File: config.mk
export PLATFORM = sky130hd
export DESIGN_NAME = codeword_lut_flat
export DESIGN_NICKNAME = d
export VERILOG_FILES = /design/src/rtl/codeword_lut_pkg.sv /design/src/rtl/codeword_lut_if.sv /design/src/rtl/codeword_lut_table.sv /design/src/rtl/codeword_lut.sv /design/src/flat_wrapper.sv
export SDC_FILE = /design/constraint.sdc
export NUM_CORES = 1
export LEC_CHECK = 0
export CORE_ASPECT_RATIO = 0.6
export CORE_MARGIN = 4
export CORE_UTILIZATION = 45
export DETAILED_ROUTE_END_ITERATION = 7
export PLACE_DENSITY = 0.62
export SYNTH_ARGS = -nofsm -noshare
export SYNTH_HDL_FRONTEND = slang
export SYNTH_HIERARCHICAL = 1
export SYNTH_SLANG_ARGS = --single-unit
File: constraint.sdc
create_clock -name clk -period 1.8 [get_ports clk]
set_clock_uncertainty 0.05 [all_clocks]
set_input_delay 0.27 -clock clk [delete_from_list [all_inputs] [get_ports clk]]
set_output_delay 0.27 -clock clk [all_outputs]
set_load 0.05 [all_outputs]
File: src/rtl/codeword_lut_pkg.sv
// Shared widths, table entry type and helpers for the multi-lane codeword LUT.
package codeword_lut_pkg;

  localparam int SYMBOL_WIDTH = 4;
  localparam int CODE_WIDTH   = 16;
  localparam int LEN_WIDTH    = 5;
  localparam int LANES        = 2;
  localparam int DEPTH        = 2 ** SYMBOL_WIDTH;
  localparam int MCNT_WIDTH   = 16;

  // Longest legal codeword, sized to compare directly against cfg_len.
  localparam logic [LEN_WIDTH-1:0] MAX_LEN = LEN_WIDTH'(CODE_WIDTH);

  typedef struct packed {
    logic                  valid;
    logic [LEN_WIDTH-1:0]  len;
    logic [CODE_WIDTH-1:0] code;
  } cw_entry_t;

  // Ones in the low len bits; len == CODE_WIDTH yields all ones, len == 0 yields zero.
  function automatic logic [CODE_WIDTH-1:0] len_mask(input logic [LEN_WIDTH-1:0] len);
    logic [CODE_WIDTH:0] one_hot;
    one_hot = (CODE_WIDTH + 1)'(1) << len;
    return one_hot[CODE_WIDTH-1:0] - CODE_WIDTH'(1);
  endfunction

  function automatic logic [MCNT_WIDTH-1:0] miss_popcount(input logic [LANES-1:0] miss);
    logic [MCNT_WIDTH-1:0] cnt;
    cnt = '0;
    for (int i = 0; i < LANES; i++) begin
      cnt = cnt + MCNT_WIDTH'(miss[i]);
    end
    return cnt;
  endfunction

endpackage

File: src/rtl/codeword_lut_if.sv
// Config and stream bundle of the codeword LUT; master drives inputs, slave is the LUT.
interface codeword_lut_if;
  import codeword_lut_pkg::*;

  // Config: one write or clear per cycle, no handshake.
  logic                          cfg_en;
  logic                          cfg_clear;
  logic [SYMBOL_WIDTH-1:0]       cfg_symbol;
  logic [CODE_WIDTH-1:0]         cfg_code;
  logic [LEN_WIDTH-1:0]          cfg_len;
  logic                          cfg_err;

  // Stream: a beat moves on a cycle where valid && ready; a valid beat and its
  // payload are held unchanged by the sender until that cycle.
  logic                          in_valid;
  logic                          in_ready;
  logic [LANES*SYMBOL_WIDTH-1:0] in_symbols;
  logic                          out_valid;
  logic                          out_ready;
  logic [LANES*CODE_WIDTH-1:0]   out_codes;
  logic [LANES*LEN_WIDTH-1:0]    out_lens;
  logic [LANES-1:0]              out_miss;
  logic [MCNT_WIDTH-1:0]         miss_count;

  modport master (
    output cfg_en, cfg_clear, cfg_symbol, cfg_code, cfg_len,
    output in_valid, in_symbols, out_ready,
    input  cfg_err, in_ready, out_valid, out_codes, out_lens, out_miss, miss_count
  );

  modport slave (
    input  cfg_en, cfg_clear, cfg_symbol, cfg_code, cfg_len,
    input  in_valid, in_symbols, out_ready,
    output cfg_err, in_ready, out_valid, out_codes, out_lens, out_miss, miss_count
  );

endinterface

File: src/rtl/codeword_lut_table.sv
// Symbol-indexed entry storage: one write port with bulk invalidate, LANES async read ports.
module codeword_lut_table
  import codeword_lut_pkg::*;
(
  input  logic                          clk,
  input  logic                          rst_n,
  input  logic                          clear,
  input  logic                          wr_en,
  input  logic [SYMBOL_WIDTH-1:0]       wr_symbol,
  input  cw_entry_t                     wr_entry,
  input  logic [LANES*SYMBOL_WIDTH-1:0] rd_symbols,
  output cw_entry_t [LANES-1:0]         rd_entries
);

  cw_entry_t mem [DEPTH];

  // Clear only drops valid bits; stale code/len are unreachable until rewritten.
  always_ff @(posedge clk or negedge rst_n) begin
    if (!rst_n) begin
      for (int i = 0; i < DEPTH; i++) begin
        mem[i] <= '0;
      end
    end else if (clear) begin
      for (int i = 0; i < DEPTH; i++) begin
        mem[i].valid <= 1'b0;
      end
    end else if (wr_en) begin
      mem[wr_symbol] <= wr_entry;
    end
  end

  always_comb begin
    for (int l = 0; l < LANES; l++) begin
      rd_entries[l] = mem[rd_symbols[l*SYMBOL_WIDTH +: SYMBOL_WIDTH]];
    end
  end

endmodule

File: src/rtl/codeword_lut.sv
// Multi-lane symbol-to-codeword LUT with one-cycle lookup and a registered output stage.
// Optional saturating miss counter enabled by CODEWORD_LUT_MISS_CNT_EN.
module codeword_lut
  import codeword_lut_pkg::*;
(
  input  logic          clk,
  input  logic          rst_n,
  codeword_lut_if.slave bus
);

  logic                        cfg_len_bad;
  logic                        tbl_wr;
  cw_entry_t                   wr_entry;
  cw_entry_t [LANES-1:0]       rd_entries;

  logic                        in_ready_int;
  logic                        accept;
  logic                        transfer;

  logic                        out_valid_q;
  logic [LANES*CODE_WIDTH-1:0] out_codes_q;
  logic [LANES*LEN_WIDTH-1:0]  out_lens_q;
  logic [LANES-1:0]            out_miss_q;
  logic [LANES*CODE_WIDTH-1:0] nxt_codes;
  logic [LANES*LEN_WIDTH-1:0]  nxt_lens;
  logic [LANES-1:0]            nxt_miss;
  logic                        cfg_err_q;

  // Codes are masked on the way in so every stored entry is already clean.
  assign cfg_len_bad = bus.cfg_len > MAX_LEN;
  assign tbl_wr      = bus.cfg_en && !bus.cfg_clear && !cfg_len_bad;
  assign wr_entry    = '{valid: 1'b1,
                         len:   bus.cfg_len,
                         code:  bus.cfg_code & len_mask(bus.cfg_len)};

  codeword_lut_table u_table (
    .clk        (clk),
    .rst_n      (rst_n),
    .clear      (bus.cfg_clear),
    .wr_en      (tbl_wr),
    .wr_symbol  (bus.cfg_symbol),
    .wr_entry   (wr_entry),
    .rd_symbols (bus.in_symbols),
    .rd_entries (rd_entries)
  );

  // Lookups never share a cycle with a table change, so reads see a stable table.
  assign in_ready_int = !bus.cfg_en && !bus.cfg_clear && (!out_valid_q || bus.out_ready);
  assign accept       = bus.in_valid && in_ready_int;
  assign transfer     = out_valid_q && bus.out_ready;

  always_comb begin
    nxt_codes = '0;
    nxt_lens  = '0;
    nxt_miss  = '0;
    for (int l = 0; l < LANES; l++) begin
      if (rd_entries[l].valid) begin
        nxt_codes[l*CODE_WIDTH +: CODE_WIDTH] = rd_entries[l].code;
        nxt_lens[l*LEN_WIDTH +: LEN_WIDTH]    = rd_entries[l].len;
      end else begin
        nxt_miss[l] = 1'b1;
      end
    end
  end

  // Payload only loads on accept, which gives the stall hold for free.
  always_ff @(posedge clk or negedge rst_n) begin
    if (!rst_n) begin
      out_valid_q <= 1'b0;
      out_codes_q <= '0;
      out_lens_q  <= '0;
      out_miss_q  <= '0;
    end else if (accept) begin
      out_valid_q <= 1'b1;
      out_codes_q <= nxt_codes;
      out_lens_q  <= nxt_lens;
      out_miss_q  <= nxt_miss;
    end else if (bus.out_ready) begin
      out_valid_q <= 1'b0;
    end
  end

  always_ff @(posedge clk or negedge rst_n) begin
    if (!rst_n) begin
      cfg_err_q <= 1'b0;
    end else if (bus.cfg_en && !bus.cfg_clear && cfg_len_bad) begin
      cfg_err_q <= 1'b1;
    end
  end

`ifdef CODEWORD_LUT_MISS_CNT_EN
  logic [MCNT_WIDTH-1:0] miss_cnt_q;
  logic [MCNT_WIDTH:0]   miss_sum;

  assign miss_sum = {1'b0, miss_cnt_q} + {1'b0, miss_popcount(out_miss_q)};

  // A clear wins over a same-cycle transfer; the carry bit flags saturation.
  always_ff @(posedge clk or negedge rst_n) begin
    if (!rst_n) begin
      miss_cnt_q <= '0;
    end else if (bus.cfg_clear) begin
      miss_cnt_q <= '0;
    end else if (transfer) begin
      miss_cnt_q <= miss_sum[MCNT_WIDTH] ? '1 : miss_sum[MCNT_WIDTH-1:0];
    end
  end

  assign bus.miss_count = miss_cnt_q;
`else
  logic unused_transfer;
  assign unused_transfer = transfer;
  assign bus.miss_count  = '0;
`endif

  assign bus.in_ready  = in_ready_int;
  assign bus.out_valid = out_valid_q;
  assign bus.out_codes = out_codes_q;
  assign bus.out_lens  = out_lens_q;
  assign bus.out_miss  = out_miss_q;
  assign bus.cfg_err   = cfg_err_q;

endmodule

File: src/flat_wrapper.sv
// flat-port wrapper written by rule: the top's interface ports become plain ports
module codeword_lut_flat import codeword_lut_pkg::*;
  (clk, rst_n, bus_cfg_en, bus_cfg_clear, bus_cfg_symbol, bus_cfg_code, bus_cfg_len, bus_in_valid, bus_in_symbols, bus_out_ready, bus_cfg_err, bus_in_ready, bus_out_valid, bus_out_codes, bus_out_lens, bus_out_miss, bus_miss_count);
  codeword_lut_if bus_i ();
  input  logic clk;
  input  logic rst_n;
  input wire logic [$bits(bus_i.cfg_en)-1:0] bus_cfg_en;
  input wire logic [$bits(bus_i.cfg_clear)-1:0] bus_cfg_clear;
  input wire logic [$bits(bus_i.cfg_symbol)-1:0] bus_cfg_symbol;
  input wire logic [$bits(bus_i.cfg_code)-1:0] bus_cfg_code;
  input wire logic [$bits(bus_i.cfg_len)-1:0] bus_cfg_len;
  input wire logic [$bits(bus_i.in_valid)-1:0] bus_in_valid;
  input wire logic [$bits(bus_i.in_symbols)-1:0] bus_in_symbols;
  input wire logic [$bits(bus_i.out_ready)-1:0] bus_out_ready;
  output wire logic [$bits(bus_i.cfg_err)-1:0] bus_cfg_err;
  output wire logic [$bits(bus_i.in_ready)-1:0] bus_in_ready;
  output wire logic [$bits(bus_i.out_valid)-1:0] bus_out_valid;
  output wire logic [$bits(bus_i.out_codes)-1:0] bus_out_codes;
  output wire logic [$bits(bus_i.out_lens)-1:0] bus_out_lens;
  output wire logic [$bits(bus_i.out_miss)-1:0] bus_out_miss;
  output wire logic [$bits(bus_i.miss_count)-1:0] bus_miss_count;
  assign bus_i.cfg_en = bus_cfg_en;
  assign bus_i.cfg_clear = bus_cfg_clear;
  assign bus_i.cfg_symbol = bus_cfg_symbol;
  assign bus_i.cfg_code = bus_cfg_code;
  assign bus_i.cfg_len = bus_cfg_len;
  assign bus_i.in_valid = bus_in_valid;
  assign bus_i.in_symbols = bus_in_symbols;
  assign bus_i.out_ready = bus_out_ready;
  assign bus_cfg_err = bus_i.cfg_err;
  assign bus_in_ready = bus_i.in_ready;
  assign bus_out_valid = bus_i.out_valid;
  assign bus_out_codes = bus_i.out_codes;
  assign bus_out_lens = bus_i.out_lens;
  assign bus_out_miss = bus_i.out_miss;
  assign bus_miss_count = bus_i.miss_count;
  codeword_lut u_core (.clk(clk), .rst_n(rst_n), .bus(bus_i));
endmodule
==> reports/metrics.csv, run 1 <==
metric;value;unit
fill_cells;3656;
slew_viol_final;0;
critPathCaptureType;register;
reg2reg_depth;5;
route.detailed.drc;0;
maxCapViolCount;0;
crit_arrival;2490;ps
critPathLaunchType;input pin;
fmax;0.4908;GHz
grt_max_degree;62;
synth-seq-area-share;0.4645;
finalSetupViolations;322;
r2r-end;u_core/bus.out_codes[23]$_DFFE_PN0P_;
drt_iter0_drc;1463;
pre_cts_ws;-1401;ps
cp_max_fo;8;
synth_cells;1477;
io_buffers;85;
p_per_area;825.0;mW/mm^2
r2r_slack;-30;ps
finalHoldViolCount;0;
htree_levels;2;
hold_path.class;input pin to asynchronous set/reset pin;
fp.dieArea;0.05132;mm^2
grt_pass1_wl;98.68;mm
cp.required;2250;ps
synth_top_area_cell;dfrtp_1;
worst_pin_slew;674.2;ps
rsz0062_at_grt;yes;
grt_pass1_vias;14546;
boundaryPins;102;
synth_area;0.02144;mm^2
cts_num_sinks;398;
diodes;0;
failed_checks;negative setup slack;
setup_slack;-237.3;ps
fin_crit_sh;1.132;
rr_startpoint;u_core/u_table/mem[95]$_DFFE_PN0P_;
die_x;289.8;um
vias_per_cell;6.195;
start_util;0.4591;
synth_common_cells;398 x dfrtp_1, 277 x mux2_2, 176 x mux4_2, 94 x nand2_1, 88 x a22oi_1;
area_delta_synth_final;26.53;%
die_height;177.1;um
cts_root_buf;clkbuf_16;
final_nets;1710;
gp_congestion;0.8199;
via_count;14428;
ys.flop_type;dfrtp_1;
ir_worst_vdd;0.5717;mV
avgRoutedWirePerCell;30.28;um
ys_warn_count;6;
cts_tree;done;
cts_buffers;40;
syn_area_per_cell;14.52;um^2
synth_most_common_cell;dfrtp_1;
synth_top_area_frac;0.4645;
netlist-cell-type-count;59;
synth_async_sr_flop_share;1.000;
critPathCapture;u_core/u_table/mem[342]$_DFFE_PN0P_;
core_area;0.04671;mm^2
synth-seq-cells;398;
antenna_found_initial;0;
clk_latency;570;ps
drive_above_1_share;0.5215;
num_rows;61;
synth_edf_count;0;
drt_pass1_iterations;5;
ant_nets;0;
drt-total-wl;70.52;mm
finish.utilization;0.5809;
setup.worst_path.start;bus_cfg_len[1];
track_usage;0.2603;
grt-ovfl-total;0;
path_clk_slew;60;ps
slew_headroom;0.5485;
dp_hpwl;43.87;mm
ctsLongestPathBuffers;3;
leakage;12.78;nW
outcome;finished with violations;
synthTopCellsByArea;dfrtp_1 46%, mux4_2 18%, mux2_2 15%;
critPathKind;input pin to register;
finalCriticalPeriod;2037;ps
[cell type report]
cell class	count	area (um^2)	share of cell area
clock inverter	13	175.2	0.006456
tap	630	788.3	0.02905
sequential	398	9960	0.3671
multi-input combinational	897	11060	0.4077
inverter	47	176.4	0.006502
clock buffer	58	1190	0.04386
timing repair buffer	286	3782	0.1394
[what timing repair did]
| item | 4_1_cts | 5_1_grt |
|---|---|---|
| pin swaps | 6 | 10 |
| cloned | 5 | 16 |
| resized for setup | 78 | 84 |
| buffers inserted | 9 | 6 |
| setup endpoints to repair | 353 | 349 |
| hold buffers | 1 | 0 |
| endpoints found under the hold margin | 398 | 0 |
[cell usage in the layout, fill, tap and decap left out, drive strengths merged, types with 3 or more instances in the layout]
master,n
clkdlybuf4s50,27
a22oi,88
nand2,103
nor2b,8
o21a,4
and2,8
inv,49
or2,3
nand2b,3
nor2,9
a21boi,5
clkbuf,72
mux4,176
nand3,19
a21oi,18
mux2i,45
buf,243
clkinv,6
o21ai,19
dfrtp,398
mux2,336
bufinv,4
conb,17
[worst max-delay path, cell delays in order]
cell and delay, ps:
buf_2 140, or4_4 500, or2_4 260, ha_4 210, nor3_4 200, a31oi_2 140, o32ai_4 410, buf_6 200
mux2_4 150
[registers in the layout (all words and copies together), names as in the netlist]
name,count
u_core/bus.out_valid,1
u_core/bus.out_miss,2
u_core/bus.out_lens,10
u_core/bus.cfg_err,1
u_core/u_table/mem,352
u_core/bus.out_codes,32
[metal layers]
| metal | share of wire | wire (um) | GRT usage |
|---|---|---|---|
| met1 | 0.45 | 31670 | 0.3840 |
| met2 | 0.41 | 28910 | 0.3590 |
| met3 | 0.12 | 8331 | 0.1028 |
| met4 | 0.020 | 1378 | 0.05915 |
| met5 | 0.0032 | 225 | 0.03096 |
[power by group]
| group | leakage (nW) | switching, mW | internal [mW] |
|---|---|---|---|
| Clock | 0.675 | 3.72 | 5.17 |
| Sequential | 5.44 | 0.454 | 9.53 |
| Combinational | 6.66 | 1.64 | 1.87 |
[metrics by stage]
step / setup TNS (ps) / instance area [um^2] / hold slack, ps / cells / total power [mW]
after CTS: -34920 / 26360 / 123.5 / 2308 / 22.36
after global placement: -424040 / 24600 / 127.2 / 2222 / 13.31
final: -37770 / 27130 / 126.6 / 2329 / 22.38
after detailed placement: -421910 / 24600 / 126.6 / 2222 / 13.42
after floorplan: -175810 / 21720 / -75.59 / 1492 / 11.97
after global routing: -46890 / 27130 / 147.4 / 2329 / 23.18
[logic make-up (layout without fill, tap and decap cells)]
family / Yosys count / count (layout) / synth area share
compound gates: 144 / 145 / 0.04645
mux: 557 / 557 / 0.3919
fa+ha+maj: 1 / 1 / 0.0005834
buf+inv: 198 / 404 / 0.05193
simple gates: 177 / 177 / 0.04429
other cells: 2 / 17 / 0.0003502
flops: 398 / 398 / 0.4645
[how the worst min path moves through the flow]
stage / from / slack [ps] / end / cells after the start
detailed placement: rst_n / 130 / u_core/bus.out_codes[2]$_DFFE_PN0P_ / 1
global placement: rst_n / 130 / u_core/bus.out_codes[2]$_DFFE_PN0P_ / 1
floorplan: rst_n / -80 / u_core/bus.cfg_err$_DFFE_PN0P_ / 0
finish: rst_n / 130 / u_core/bus.out_codes[2]$_DFFE_PN0P_ / 2
global route: rst_n / 150 / u_core/bus.out_codes[2]$_DFFE_PN0P_ / 2
CTS: rst_n / 120 / u_core/bus.out_codes[2]$_DFFE_PN0P_ / 2
Power figures use the tool's default switching activity.
==> run 2, diff against run 1 <==
--- a/config.mk
+++ b/config.mk
@@ -10,6 +10,7 @@
 export CORE_UTILIZATION = 45
 export DETAILED_ROUTE_END_ITERATION = 7
 export PLACE_DENSITY = 0.62
+export SLEW_MARGIN = 20
 export SYNTH_ARGS = -nofsm -noshare
 export SYNTH_HDL_FRONTEND = slang
 export SYNTH_HIERARCHICAL = 1
==> results of run 2 <==
The final DEF is identical to that of run 1; final timing and power are the same.
==> run 3, diff against run 2 <==
--- a/config.mk
+++ b/config.mk
@@ -8,8 +8,9 @@
 export CORE_ASPECT_RATIO = 0.6
 export CORE_MARGIN = 4
 export CORE_UTILIZATION = 45
+export CTS_BUF_LIST = sky130_fd_sc_hd__clkbuf_4 sky130_fd_sc_hd__clkbuf_8
 export DETAILED_ROUTE_END_ITERATION = 7
-export PLACE_DENSITY = 0.62
+export PLACE_DENSITY = 0.65
 export SLEW_MARGIN = 20
 export SYNTH_ARGS = -nofsm -noshare
 export SYNTH_HDL_FRONTEND = slang
==> constraint.sdc (replaced) <==
create_clock -name clk -period 1.65 [get_ports clk]
set_clock_uncertainty 0.05 [all_clocks]
set_input_delay 0.2475 -clock clk [delete_from_list [all_inputs] [get_ports clk]]
set_output_delay 0.2475 -clock clk [all_outputs]
set_load 0.05 [all_outputs]
==> run 3 against run 2 <==
The run still ends with negative setup slack left. Largest power group unchanged. Utilization rose by 1.1 points. Die area did not move. Via count increased by 2.4%. Combinational power is 11% higher. Count of clock-buffer cells in the layout increased by 35. Sequential power up 9%. Register-to-register slack worse by 140 ps. Non-clock buffer count increased by 46. Flip-flop and latch count did not move.
==> reports/metrics.csv, run 3 (synthesized netlist as in run 1, its figures left out) <==
metric;value;unit;change
outcome;finished with violations;;
failed_checks;negative setup slack;;
cp_max_fo;17;;+9
cts_num_sinks;398;;unchanged
grt_pass1_vias;15159;;+4.2%
p_total;23.41;mW;+4.6%
rsz0062_at_grt;yes;;
grt-ovfl-total;0;;unchanged
multiInputGateArea;0.01131;mm^2;+2.2%
start_util;0.4591;;unchanged
route.detailed.drc;0;;unchanged
die_x;289.8;um;unchanged
htree_levels;2;;unchanged
slew_headroom;0.5237;;-0.02480
setup_slack;-319.6;ps;-82.27 ps
layout_commonest_cell;dfrtp_1;;
core_area;0.04671;mm^2;unchanged
fin_crit_sh;1.194;;
cp.required;2120;ps;-130 ps
boundaryPins;102;;unchanged
clk_latency;650;ps;+80 ps
critPathLaunchType;input pin;;
dp_hpwl;44.56;mm;+1.6%
gp_congestion;0.8213;;+0.17%
fill_cells;3577;;-2.2%
hold_path.class;input pin to register;;
ant_nets;0;;unchanged
track_usage;0.2636;;+0.003262
antenna_found_initial;0;;unchanged
worst_pin_slew;711.2;ps;+37.04 ps
maxCapViolCount;0;;unchanged
drt-total-wl;71.51;mm;+1.4%
cts_buffers;60;;+50%
cts_tree;done;;
area_delta_synth_final;28.85;%;
via_count;14771;;+2.4%
path_clk_slew;70;ps;about the same
critPathCaptureType;register;;
fp.dieArea;0.05132;mm^2;unchanged
regMostFlops;u_core/u_table/mem;;
drt_pass1_iterations;8;;+3
die_height;177.1;um;unchanged
diodes;0;;unchanged
fmax;0.5077;GHz;
drive_above_1_share;0.5630;;+0.04151
drt_iter0_drc;1374;;-6.1%
ir_worst_vdd;0.6583;mV;+15%
avgRoutedWirePerCell;29.70;um;-1.9%
finalCriticalPeriod;1970;ps;
p_per_area;847.2;mW/mm^2;+2.7%
final_cell_mix;398 x dfrtp_1, 181 x mux2_2, 176 x mux4_2;;
cts_root_buf;clkbuf_8;;
finalHoldViolCount;0;;unchanged
critPathKind;input pin to register;;
num_rows;61;;unchanged
worst_hold_slack;114.3;ps;-12.34 ps
crit_arrival;2440;ps;-50 ps
finalSetupViolations;385;;+20%
vias_per_cell;6.134;;-0.98%
slew_viol_final;0;;unchanged
ctsLongestPathBuffers;3;;unchanged
grt_pass1_wl;100.6;mm;+1.9%
seq_area;0.009960;mm^2;unchanged
grt_max_degree;69;;+11%
io_buffers;85;;unchanged
final_nets;1776;;+3.9%
leakage;13.17;nW;+3.1%
largest_register_ffs;352;;unchanged
## run 3: worst paths after layout
path / slack, ps / from / end / cells after the start
max reg2reg: -170 / u_core/u_table/mem[272]$_DFFE_PN0P_ / u_core/bus.out_codes[8]$_DFFE_PN0P_ / 5
max in group asynchronous: 290 / rst_n / u_core/u_table/mem[321]$_DFFE_PN0P_ / 3
min: 110 / bus_cfg_clear / u_core/u_table/mem[285]$_DFFE_PN0P_ / 3
min reg2reg: 430 / u_core/bus.cfg_err$_DFFE_PN0P_ / u_core/bus.cfg_err$_DFFE_PN0P_ / 1
min in group asynchronous: 250 / rst_n / u_core/u_table/mem[28]$_DFFE_PN0P_ / 3
max: -320 / bus_cfg_len[3] / u_core/u_table/mem[72]$_DFFE_PN0P_ / 10
## run 3: metal layers
| layer | wire length [um] | GRT usage |
|---|---|---|
| met2 | 29450 | 0.3543 |
| met1 | 30840 | 0.3745 |
| met5 | 228 | 0.02064 |
| met3 | 9196 | 0.1237 |
| met4 | 1795 | 0.08473 |
## run 3: critical path, cell delays in order
cell and delay [ps]:
buf_8 110, or4_4 540, buf_6 140, a21oi_4 200
buf_6 140, nor4b_4 230, buf_6 190, nand2_2 90
buf_12 200, mux2_4 320
## run 3: area by class of cell
cell class,instances,area share
clock buffers,93,0.04202
clock inverters,11,0.003396
inverters,47,0.006385
multi-input cells,897,0.4092
flip-flops and latches,398,0.3605
well taps,630,0.02853
repair buffers,332,0.1500
## run 3: timing repair
| action | in CTS | in global routing |
|---|---|---|
| cloned | 9 | 19 |
| endpoints found under the setup margin | 397 | 385 |
| resized for setup | 87 | 151 |
| endpoints found under the hold margin | 399 | 0 |
| pin swaps | 8 | 14 |
| hold buffers | 5 | 0 |
| setup buffers | 18 | 10 |
## run 3: through the flow
step	worst slack, ps	area (um^2)	TNS [ps]	util	std cells
3_5_place_dp	-1504	24600	-478530	0.5267	2249
2_1_floorplan	-933.7	21720	-226080	-	1492
4_1_cts	-262.0	26560	-68680	0.5685	2383
3_3_place_gp	-1472	24600	-494020	0.5267	2249
6_report	-319.6	27630	-83130	0.5915	2408
5_1_grt	-301.2	27630	-81120	0.5915	2408
## run 3: report_power, final
part           leakage [nW]  internal (mW)  total, mW  switching [mW]
sequential             5.44           10.4       10.9           0.500
clock                 0.672           4.62       8.62            4.01
combinational          7.06           2.05       3.88            1.83
